## config.mk

```make
export PLATFORM = sky130hd
export DESIGN_NAME = me_stage_ctrl
export DESIGN_NICKNAME = d
export VERILOG_FILES = /design/src/rtl/me_stage_ctrl.sv
export SDC_FILE = /design/constraint.sdc
export NUM_CORES = 1
export LEC_CHECK = 0
export CAP_MARGIN = 40
export CORE_MARGIN = 2
export CORE_UTILIZATION = 47
export CTS_CLUSTER_DIAMETER = 200
export DETAILED_ROUTE_END_ITERATION = 7
export HOLD_SLACK_MARGIN = 0.05
export PLACE_DENSITY = 0.95
export SETUP_SLACK_MARGIN = 0.3
export SYNTH_ARGS = -nofsm -noshare
export SYNTH_HDL_FRONTEND = slang
export SYNTH_SLANG_ARGS = --single-unit
```

## constraint.sdc

```tcl
create_clock -name clock -period 4 [get_ports clock]
set_input_delay 0.8 -clock clock [delete_from_list [all_inputs] [get_ports clock]]
set_output_delay 0.8 -clock clock [all_outputs]
set_load 0.005 [all_outputs]
```

## src/rtl/me_stage_ctrl.sv

```systemverilog
// Memory-access pipeline stage controller: issues word loads/stores over a req/ack
// handshake, stalls upstream while an access is outstanding, and holds the ME->WB register.
module me_stage_ctrl #(
  parameter int unsigned MEM_TIMEOUT = 255
) (
  input  logic        clock,
  input  logic        reset_0,
  input  logic [31:0] ans_me,
  input  logic [31:0] b_me,
  input  logic [4:0]  rw_me,
  input  logic        wreg_me,
  input  logic        m2reg_me,
  input  logic        wmem_me,
  output logic        mem_req,
  output logic        mem_we,
  output logic [31:0] mem_addr,
  output logic [31:0] mem_wdata,
  input  logic [31:0] mem_rdata,
  input  logic        mem_ack,
  output logic        stall,
  output logic [31:0] result_wb,
  output logic [4:0]  rw_wb,
  output logic        wreg_wb,
  output logic        err
);

  // state    | meaning
  // S_IDLE   | decode the EX->ME op; ALU ops and faults retire here in one cycle
  // S_ACCESS | request outstanding, waiting for mem_ack or the timeout
  typedef enum logic {S_IDLE, S_ACCESS} state_t;

  state_t      r_state;
  logic [15:0] r_cnt;
  logic        r_mem_req;
  logic        r_mem_we;
  logic [31:0] r_mem_addr;
  logic [31:0] r_mem_wdata;
  logic [31:0] r_result_wb;
  logic [4:0]  r_rw_wb;
  logic        r_wreg_wb;
  logic        r_err;

  logic w_mem_op;
  logic w_bad;
  logic w_tmo;
  logic w_stall;

  assign w_mem_op = wmem_me ^ m2reg_me;
  assign w_bad    = (wmem_me & m2reg_me) | (w_mem_op & (ans_me[1:0] != 2'b00));
  assign w_tmo    = (MEM_TIMEOUT != 0) && (r_cnt == 16'(MEM_TIMEOUT - 1));

  // Stall drops in the ack/abort cycle so upstream advances on the same edge.
  always_comb begin
    w_stall = 1'b0;
    case (r_state)
      S_IDLE:   w_stall = w_mem_op & ~w_bad;
      S_ACCESS: w_stall = ~mem_ack & ~w_tmo;
      default:  w_stall = 1'b0;
    endcase
  end

  always_ff @(posedge clock or negedge reset_0) begin
    if (!reset_0) begin
      r_state     <= S_IDLE;
      r_cnt       <= 16'd0;
      r_mem_req   <= 1'b0;
      r_mem_we    <= 1'b0;
      r_mem_addr  <= 32'd0;
      r_mem_wdata <= 32'd0;
      r_result_wb <= 32'd0;
      r_rw_wb     <= 5'd0;
      r_wreg_wb   <= 1'b0;
      r_err       <= 1'b0;
    end else begin
      r_err <= 1'b0;
      case (r_state)
        S_IDLE: begin
          if (w_bad) begin
            r_err       <= 1'b1;
            r_result_wb <= ans_me;
            r_rw_wb     <= rw_me;
            r_wreg_wb   <= 1'b0;
          end else if (w_mem_op) begin
            r_state     <= S_ACCESS;
            r_mem_req   <= 1'b1;
            r_mem_we    <= wmem_me;
            r_mem_addr  <= ans_me;
            r_mem_wdata <= b_me;
            r_wreg_wb   <= 1'b0;
            r_cnt       <= 16'd0;
          end else begin
            r_result_wb <= ans_me;
            r_rw_wb     <= rw_me;
            r_wreg_wb   <= wreg_me;
          end
        end
        S_ACCESS: begin
          if (mem_ack) begin
            r_state     <= S_IDLE;
            r_mem_req   <= 1'b0;
            r_result_wb <= m2reg_me ? mem_rdata : ans_me;
            r_rw_wb     <= rw_me;
            r_wreg_wb   <= wreg_me;
          end else if (w_tmo) begin
            r_state   <= S_IDLE;
            r_mem_req <= 1'b0;
            r_err     <= 1'b1;
            r_wreg_wb <= 1'b0;
          end else begin
            r_wreg_wb <= 1'b0;
            r_cnt     <= r_cnt + 16'd1;
          end
        end
        default: r_state <= S_IDLE;
      endcase
    end
  end

  assign mem_req   = r_mem_req;
  assign mem_we    = r_mem_we;
  assign mem_addr  = r_mem_addr;
  assign mem_wdata = r_mem_wdata;
  assign stall     = w_stall & reset_0;
  assign result_wb = r_result_wb;
  assign rw_wb     = r_rw_wb;
  assign wreg_wb   = r_wreg_wb;
  assign err       = r_err;

endmodule

```

* After elaboration in Yosys (flattened, before gate mapping)
Index checks and enable logic that the tools add are counted.
Storage, ports and cells: logic and storage cells 68, bits in registers 122
Operators by class: bitwise operators 11, multiplexer cells 33, add/sub/neg operators 1, equality and inequality tests 8, reductions and logical operators 5
Operators by type and width (number):
- $mux W32 | 4
- $mux W16 | 4
- $pmux W32 S2 | 1
- $pmux W16 S2 | 1
- $add A16 B1 Y16 const B | 1
- $eq A16 B8 Y1 const B | 1
- $mux W5 | 3
- $mux W1 | 14
- $ne A2 B2 Y1 const B | 5
- $pmux W1 S2 | 5
- $pmux W5 S2 | 1
- $reduce_and A3 Y1 | 2
- $and A1 B1 Y1 | 5
- $not A1 Y1 | 4
- $reduce_and A4 Y1 | 1
- $ne A3 B2 Y1 const B | 1
- $ne A3 B3 Y1 const B | 1
- $reduce_and A2 Y1 | 1
- $reduce_bool A2 Y1 | 1
- $or A1 B1 Y1 | 1
- $xor A1 B1 Y1 | 1

* Depth between registers and ports, before layout
Gate-level depths: netlist of run 1.
depth in word-level cells 7, mapped depth 8, mapped depth without buffers 7

* Worst setup path before layout of run 1
Ideal clock, no wire load.
kind input-to-output, from in m2reg_me, to out stall, buffers on the path 1, required time 3.200 ns, slack 1.383 ns, stages on the path 6, arrival 1.817 ns, cell sequence ha_1 > a31o_2 > buf_2 > o21ai_2 > inv_2 > and2_1
On the way: word-level cells in the longest chain between the ends 7
RTL lines:
- start: declaration | RTL line 12 | input logic m2reg_me,
- $xor A1 B1 Y1 | RTL line 48 | assign w_mem_op = wmem_me ^ m2reg_me;
- $and A1 B1 Y1 | RTL line 49 | assign w_bad = (wmem_me & m2reg_me) | (w_mem_op & (ans_me[1:0] != 2'b00));
- $or A1 B1 Y1 | RTL line 49
- $not A1 Y1 (no line)
- $and A1 B1 Y1 * | RTL line 56 | S_IDLE: w_stall = w_mem_op & ~w_bad;
- $pmux W1 S2 * | RTL line 55 | case (r_state)
- $and A1 B1 Y1 * | RTL line 123 | assign stall = w_stall & reset_0;
- end: declaration | RTL line 20 | output logic stall,
Every way passes the cells marked *; elsewhere a longest branch is shown, timed or not.

* Worst setup path in the final report of run 1
Same ends and word-level chain as after synthesis.

==> results of run 1 <==
## power breakdown
group          internal, mW  switching (mW)  total [mW]
Sequential             1.47           0.146        1.62
Clock                 0.936           0.568        1.50
Combinational         0.580           0.370       0.950
## timing repair
| item | CTS | global route |
|---|---|---|
| buffers inserted | 0 | 1 |
| hold buffers | 0 | 0 |
| resized for setup | 2 | 2 |
| pin swaps | 0 | 1 |
| endpoints found under the setup margin | 1 | 1 |
## worst min-delay path: stages, from the launching register on
cell and delay (ns):
sky130_fd_sc_hd__dfrtp_1 0.33, sky130_fd_sc_hd__nand2_1 0.05, sky130_fd_sc_hd__nand2_1 0.06
## layout make-up
| cell class | instances | area, um^2 |
|---|---|---|
| flip-flops and latches | 122 | 3050 |
| inverters | 7 | 28.8 |
| fillers | 782 | 2840 |
| well taps | 140 | 175 |
| repair buffers | 221 | 2200 |
| clock inverters | 13 | 145 |
| clock buffers | 18 | 439 |
| multi-input cells | 403 | 2050 |
## flip-flops by register name (all words and copies together), names as in the netlist
signal,flops
result_wb,32
mem_addr,32
err,1
mem_req,1
mem_wdata,32
mem_we,1
r_cnt,16
rw_wb,5
wreg_wb,1
r_state,1
## synthesized netlist by cell type (4+ instances only)
cell type,number
sky130_fd_sc_hd__nor4_1,6
sky130_fd_sc_hd__a31oi_1,11
sky130_fd_sc_hd__buf_6,6
sky130_fd_sc_hd__nand4_1,7
sky130_fd_sc_hd__buf_2,11
sky130_fd_sc_hd__nand2b_1,6
sky130_fd_sc_hd__nand2_1,244
sky130_fd_sc_hd__nor3_1,8
sky130_fd_sc_hd__inv_1,6
sky130_fd_sc_hd__dfrtp_1,122
sky130_fd_sc_hd__nor2_1,4
sky130_fd_sc_hd__o21ai_0,36
sky130_fd_sc_hd__nand3_1,8
sky130_fd_sc_hd__clkbuf_1,14
sky130_fd_sc_hd__mux2i_1,32
## cell families (layout without fill, tap and decap cells)
family,after synthesis,after routing,synth area share [%]
compound gates,70,70,8.00
buf+inv,41,259,4.08
flops,122,122,57.6
simple gates,298,298,23.6
fa+ha+maj,3,3,0.708
mux,32,32,6.04
## stage by stage
stage | hold WS (ns) | cell area, um^2
after detailed placement | 0.462 | 7490
after CTS | 0.476 | 8080
final | 0.475 | 8090
after floorplan | 0.451 | 5300
after global routing | 0.498 | 8090
after global placement | 0.457 | 7470
## path summary, 6_finish.rpt
check | start | to | slack (ns) | cells after the start
max | m2reg_me | stall | 0.38 | 8
min | rw_wb[2]$_DFFE_PN0P_ | rw_wb[2]$_DFFE_PN0P_ | 0.47 | 2
max reg2reg | r_state$_DFF_PN0_ | mem_addr[1]$_DFFE_PN0P_ | 1.67 | 4
min reg2reg | rw_wb[2]$_DFFE_PN0P_ | rw_wb[2]$_DFFE_PN0P_ | 0.47 | 2
max in group asynchronous | reset_0 | result_wb[29]$_DFFE_PN0P_ | 2.15 | 3
min in group asynchronous | reset_0 | mem_addr[7]$_DFFE_PN0P_ | 0.60 | 2
## per-layer routing
metal,track usage [%],vias up
li1,-,2296
met1,29.6,2348
met5,0,-
met3,7.94,23
met4,9.11,0
met2,45.8,222
==> out/qor.json, run 1 <==
{
  "outcome": {
    "status": "finished, final reports clean"
  },
  "sta": {
    "highest_clock_frequency_the_design_can_meet_mhz": 276,
    "drv_slew": 0,
    "timing.final.ws_setup_ns": 0.382,
    "min_period_ns": 3.62,
    "post-route-period-util_pct": 90.5,
    "final_hold_viol_count": 0,
    "setup_viol_count_final": 0,
    "timing.setup.tns_ns": 0,
    "slew-limit-headroom_pct": 44.8,
    "grt_setup_unrepaired": "false",
    "skew_ns": 0.00817,
    "worst-slew-pin-transition_ns": 0.827
  },
  "synthesis": {
    "number_of_synthesized_flops_with_an_enable_pin": 0,
    "netlist_instances": 566,
    "ys_types": 44,
    "syn_area_per_cell_um2": 9.37,
    "synth_area_leaders": "sky130_fd_sc_hd__dfrtp_1, sky130_fd_sc_hd__nand2_1, sky130_fd_sc_hd__mux2i_1, sky130_fd_sc_hd__o21ai_0, sky130_fd_sc_hd__a31oi_1",
    "yosysTopAreaCellShare_pct": 57.6,
    "synth_ff_type": "sky130_fd_sc_hd__dfrtp_1",
    "yosys_warnings": 0,
    "share_of_synthesized_area_occupied_by_flip_flops_and_latches_pct": 57.6,
    "ys_seq_elements": 122,
    "netlist.top_cell.by_area": "sky130_fd_sc_hd__dfrtp_1",
    "async_flop_share_pct": 100,
    "synth_area_mm2": 0.00530,
    "mappedNetlistNets": 676
  },
  "place": {
    "place.gp.congestion": 0.869,
    "detailedPlace.worstSlack_ns": 0.229,
    "count_of_buffers_from_port_buffering": 212,
    "placed_cells_incl_taps": 892,
    "place_hpwl_um": 10700
  },
  "floorplanning": {
    "dieArea_mm2": 0.0121,
    "placement_rows": 38,
    "die_x_um": 110,
    "top_level_ports": 213,
    "core_mm2": 0.0109,
    "initial_cell_density_of_the_core_pct": 48.5,
    "die-height_um": 110
  },
  "detailed_routing": {
    "drc_violation_count_after_routing": 0,
    "dr_total_vias": 4889,
    "wl_met2_um": 7850,
    "wl_met1_um": 5800,
    "routed.top_layer": "met4",
    "drt_pass1_iterations": 5,
    "wl_per_cell_um": 16.5,
    "post_dr_vias_cell": 5.29,
    "drtAntennaViolNets": 0,
    "met3_length_um": 1320,
    "drt_first_iter_violations": 266,
    "routed_wl_um": 15200
  },
  "clock_network": {
    "clock_tree.htree_level_count": 4,
    "clock_path_buffers": 2,
    "cts_buffers": 17,
    "worst_setup_hold_path_clk_slew_ns": 0.05,
    "cts_tree": "done",
    "clock-root-buffer": "sky130_fd_sc_hd__clkbuf_16",
    "clock_sinks": 122,
    "worst_skew_pair.late_latency_ns": 0.39
  },
  "worst_hold_path": {
    "holdCritPathClass": "reg -> reg"
  },
  "power": {
    "static-leakage-power_nw": 3.80,
    "worst_ir_drop_vdd_mv": 0.330,
    "total_power_mw": 4.07,
    "p_per_cell_area_mw_per_mm2": 503
  },
  "grt": {
    "number_of_global_route_vias_before_repair": 4895,
    "globalRoute.totalOverflow": 0,
    "initial_antenna_violation_count": 0,
    "grt_max_degree": 71,
    "globalRouteTotalUtil_pct": 25.9,
    "grt_pass1_wl_um": 23900
  },
  "layout": {
    "area.growth.synth_to_final_pct": 52.7,
    "design.final.nets": 882,
    "antenna_cells": 0,
    "post-route-util_pct": 74.0,
    "layout_common_cells": "sky130_fd_sc_hd__nand2_1, sky130_fd_sc_hd__clkdlybuf4s50_1, sky130_fd_sc_hd__dfrtp_1",
    "mostFrequentLayoutCell": "sky130_fd_sc_hd__nand2_1",
    "post_route_insts_no_fill": 924,
    "layout-drive-gt1-share_pct": 6.63
  },
  "worst_setup_path": {
    "cp_cell_sequence": "clkdlybuf4s50_1, ha_2, nor2_2, and3_2, o21ai_4, inv_4, and2_1, clkdlybuf4s50_1",
    "cpPeakStageDelay_ns": 0.51,
    "crit_family": "buffers and inverters",
    "worst_path_most_repeated_cell": "sky130_fd_sc_hd__clkdlybuf4s50_1",
    "path_class": "in -> out",
    "cp.buffers_inverters": 3,
    "required_ns": 3.20,
    "data_arrival_time_of_the_critical_path_ns": 2.82,
    "critical_path.slowest_cell": "sky130_fd_sc_hd__clkdlybuf4s50_1",
    "worstSetupStartpointType": "input port",
    "crit_fanout": 12,
    "cp-end-kind": "output pin"
  },
  "run": {
    "cap_viol_max_count": 0
  }
}
Power figures use the tool's default switching activity.
==> inputs of run 2 (changes only) <==
--- a/config.mk
+++ b/config.mk
@@ -12,6 +12,7 @@
 export DETAILED_ROUTE_END_ITERATION = 7
 export HOLD_SLACK_MARGIN = 0.05
 export PLACE_DENSITY = 0.95
+export RECOVER_POWER = 100
 export SETUP_SLACK_MARGIN = 0.3
 export SYNTH_ARGS = -nofsm -noshare
 export SYNTH_HDL_FRONTEND = slang
==> run 2 against run 1 <==
Against the previous run:
- the flow now finishes with violations (capacitance limit, slew limit)
- register-to-register slack worse by 0.77 ns
- first-iteration DRC count up 18%
- combinational power down 9.3%
- critical path depth unchanged
- fmax down 1.2%
- clock skew up 0.0029 ns
- total power down 2.3%
- non-clock buffer count unchanged
- global-route usage unchanged
- critical path type unchanged
- largest power group unchanged
==> out/qor.json, run 2 (synthesis results as in run 1) <==
{
  "outcome": {
    "status": "finished with violations",
    "failed_checks": "capacitance limit, slew limit"
  },
  "sta": {
    "worst-slew-pin-transition": {"value": 1.60, "unit": "ns", "change": "+0.775 ns"},
    "min_period": {"value": 3.66, "unit": "ns", "change": "+0.0446 ns"},
    "drv_slew": {"value": 67, "change": "+67"},
    "skew": {"value": 0.0110, "unit": "ns", "change": "+0.00288 ns"},
    "slew-limit-headroom": {"value": -6.85, "unit": "%", "change": "-52 points"},
    "highest_clock_frequency_the_design_can_meet": {"value": 273, "unit": "MHz", "change": "-1.2%"},
    "timing.final.ws_setup": {"value": 0.337, "unit": "ns", "change": "-0.0446 ns"},
    "timing.setup.tns": {"value": 0, "unit": "ns", "change": "unchanged"},
    "grt_setup_unrepaired": "false",
    "post-route-period-util": {"value": 91.6, "unit": "%", "change": "+1.1 points"},
    "final_hold_viol_count": {"value": 0, "change": "unchanged"},
    "setup_viol_count_final": {"value": 0, "change": "unchanged"}
  },
  "detailed_routing": {
    "dr_total_vias": {"value": 4897, "change": "+0.16%"},
    "wl_per_cell": {"value": 16.4, "unit": "um", "change": "-0.32%"},
    "drt_pass1_iterations": {"value": 7, "change": "+2"},
    "drtAntennaViolNets": {"value": 0, "change": "unchanged"},
    "drc_violation_count_after_routing": {"value": 0, "change": "unchanged"},
    "routed_wl": {"value": 15200, "unit": "um", "change": "-0.32%"},
    "drt_first_iter_violations": {"value": 315, "change": "+18%"},
    "post_dr_vias_cell": {"value": 5.30, "change": "+0.16%"}
  },
  "worst_hold_path": {
    "holdCritPathClass": "reg -> reg",
    "hold-path-endpoint": "rw_wb[2]$_DFFE_PN0P_",
    "hold_path_startpoint": "rw_wb[2]$_DFFE_PN0P_",
    "hold_path_depth": {"value": 2, "change": "unchanged"}
  },
  "clock_network": {
    "worst_setup_hold_path_clk_slew": {"value": 0.05, "unit": "ns", "change": "about the same"},
    "cts_buffers": {"value": 17, "change": "unchanged"},
    "clock_sinks": {"value": 122, "change": "unchanged"},
    "clock-root-buffer": "sky130_fd_sc_hd__clkbuf_16",
    "clock_tree.htree_level_count": {"value": 4, "change": "unchanged"},
    "worst_skew_pair.late_latency": {"value": 0.40, "unit": "ns", "change": "about the same"},
    "clock_path_buffers": {"value": 2, "change": "unchanged"},
    "cts_tree": "done"
  },
  "grt": {
    "globalRouteMet3Util": {"value": 7.94, "unit": "%", "change": "unchanged"},
    "grt.met1_usage": {"value": 29.6, "unit": "%", "change": "unchanged"},
    "grt_pass1_wl": {"value": 23900, "unit": "um", "change": "unchanged"},
    "initial_antenna_violation_count": {"value": 0, "change": "unchanged"},
    "globalRoute.totalOverflow": {"value": 0, "change": "unchanged"},
    "globalRouteTotalUtil": {"value": 25.9, "unit": "%", "change": "unchanged"},
    "grt_max_degree": {"value": 71, "change": "unchanged"},
    "globalRouteMet2Util": {"value": 45.8, "unit": "%", "change": "unchanged"},
    "busiest_layer": "met2",
    "number_of_global_route_vias_before_repair": {"value": 4895, "change": "unchanged"}
  },
  "floorplanning": {
    "dieArea": {"value": 0.0121, "unit": "mm^2", "change": "unchanged"},
    "core": {"value": 0.0109, "unit": "mm^2", "change": "unchanged"},
    "initial_cell_density_of_the_core": {"value": 48.5, "unit": "%", "change": "unchanged"},
    "die-height": {"value": 110, "unit": "um", "change": "unchanged"},
    "top_level_ports": {"value": 213, "change": "unchanged"},
    "die_x": {"value": 110, "unit": "um", "change": "unchanged"},
    "placement_rows": {"value": 38, "change": "unchanged"}
  },
  "power": {
    "total_power": {"value": 3.97, "unit": "mW", "change": "-2.3%"},
    "p_per_cell_area": {"value": 493, "unit": "mW/mm^2", "change": "-1.9%"},
    "worst_ir_drop_vdd": {"value": 0.322, "unit": "mV", "change": "-2.4%"},
    "static-leakage-power": {"value": 3.90, "unit": "nW", "change": "+2.6%"}
  },
  "worst_setup_path": {
    "required": {"value": 3.20, "unit": "ns", "change": "about the same"},
    "cp-end-kind": "output pin",
    "reg2reg_to": "mem_addr[1]$_DFFE_PN0P_",
    "worst_r2r_path_depth": {"value": 4, "change": "unchanged"},
    "r2r_start": "r_state$_DFF_PN0_",
    "rrSetupSlack": {"value": 0.90, "unit": "ns", "change": "-0.77 ns"},
    "path_class": "in -> out",
    "worstSetupStartpointType": "input port",
    "data_arrival_time_of_the_critical_path": {"value": 2.86, "unit": "ns", "change": "+0.04 ns"},
    "crit_fanout": {"value": 12, "change": "unchanged"}
  },
  "place": {
    "place_hpwl": {"value": 10700, "unit": "um", "change": "unchanged"},
    "count_of_buffers_from_port_buffering": {"value": 212, "change": "unchanged"},
    "detailedPlace.worstSlack": {"value": 0.229, "unit": "ns", "change": "unchanged"},
    "place.gp.congestion": {"value": 0.869, "change": "unchanged"}
  },
  "layout": {
    "area.growth.synth_to_final_pct": 52.0,
    "mostFrequentLayoutCell": "sky130_fd_sc_hd__nand2_1",
    "layout_common_cells": "sky130_fd_sc_hd__nand2_1, sky130_fd_sc_hd__dfrtp_1, sky130_fd_sc_hd__clkdlybuf4s50_1",
    "design.final.nets": {"value": 882, "change": "unchanged"},
    "antenna_cells": {"value": 0, "change": "unchanged"},
    "nFillCells": {"value": 792, "change": "+1.3%"},
    "layout-drive-gt1-share": {"value": 5.87, "unit": "%", "change": "-0.77 points"}
  },
  "run": {
    "cap_viol_max_count": {"value": 1, "change": "+1"}
  }
}
run 2: how the worst max path moves through the flow:
stage	start	endpoint	cells past startpoint
2_1_floorplan	m2reg_me	stall	6
3_3_place_gp	m2reg_me	stall	7
3_5_place_dp	m2reg_me	stall	8
4_1_cts	m2reg_me	stall	7
5_1_grt	m2reg_me	stall	8
6_report	m2reg_me	stall	8
run 2: routing by layer:
layer | routed length (um) | part of all wire (%)
met5 | 0 | 0
met4 | 255 | 1.7
met3 | 1380 | 9.1
met2 | 7800 | 51
met1 | 5740 | 38
run 2: per-stage QoR:
stage                     hold slack [ns]  util, %  instances  cell area, um^2
final                               0.470     73.7        924             8060
after global routing                0.492     73.7        924             8060
after CTS                           0.476     73.9        923             8080
after detailed placement            0.462     68.5        892             7490
after global placement              0.457     68.3        891             7470
after floorplan                     0.451        -        566             5300
run 2: cell type report:
type                    instances  area, um^2  share of cell area (%)
clock buffers                  18         439                    5.45
clock inverters                13         145                    1.80
inverters                       7        28.8                   0.357
multi-input cells             403        2040                    25.3
flip-flops and latches        122        3050                    37.9
well taps                     140         175                    2.17
repair buffers                221        2180                    27.0
run 2: power breakdown:
group	internal [mW]	leakage [nW]	switching, mW	total [mW]
Sequential	1.47	1.52	0.135	1.60
Clock	0.936	0.267	0.573	1.51
Combinational	0.493	2.11	0.369	0.862
run 2: worst max-delay path, stage by stage:
cell and delay [ns]:
sky130_fd_sc_hd__clkdlybuf4s50_1 0.45, sky130_fd_sc_hd__ha_1 0.25, sky130_fd_sc_hd__nor2_1 0.24, sky130_fd_sc_hd__and3_2 0.27, sky130_fd_sc_hd__o21ai_4 0.09, sky130_fd_sc_hd__inv_4 0.13, sky130_fd_sc_hd__and2_0 0.14, sky130_fd_sc_hd__clkdlybuf4s50_1 0.49
run 2: repair_timing:
item | 4_1_cts | 5_1_grt
hold buffers | 0 | 0
endpoints found under the setup margin | 1 | 1
setup buffers | 0 | 1
gates cloned | 0 | 0
gates resized for setup | 2 | 2
pin swaps | 0 | 1
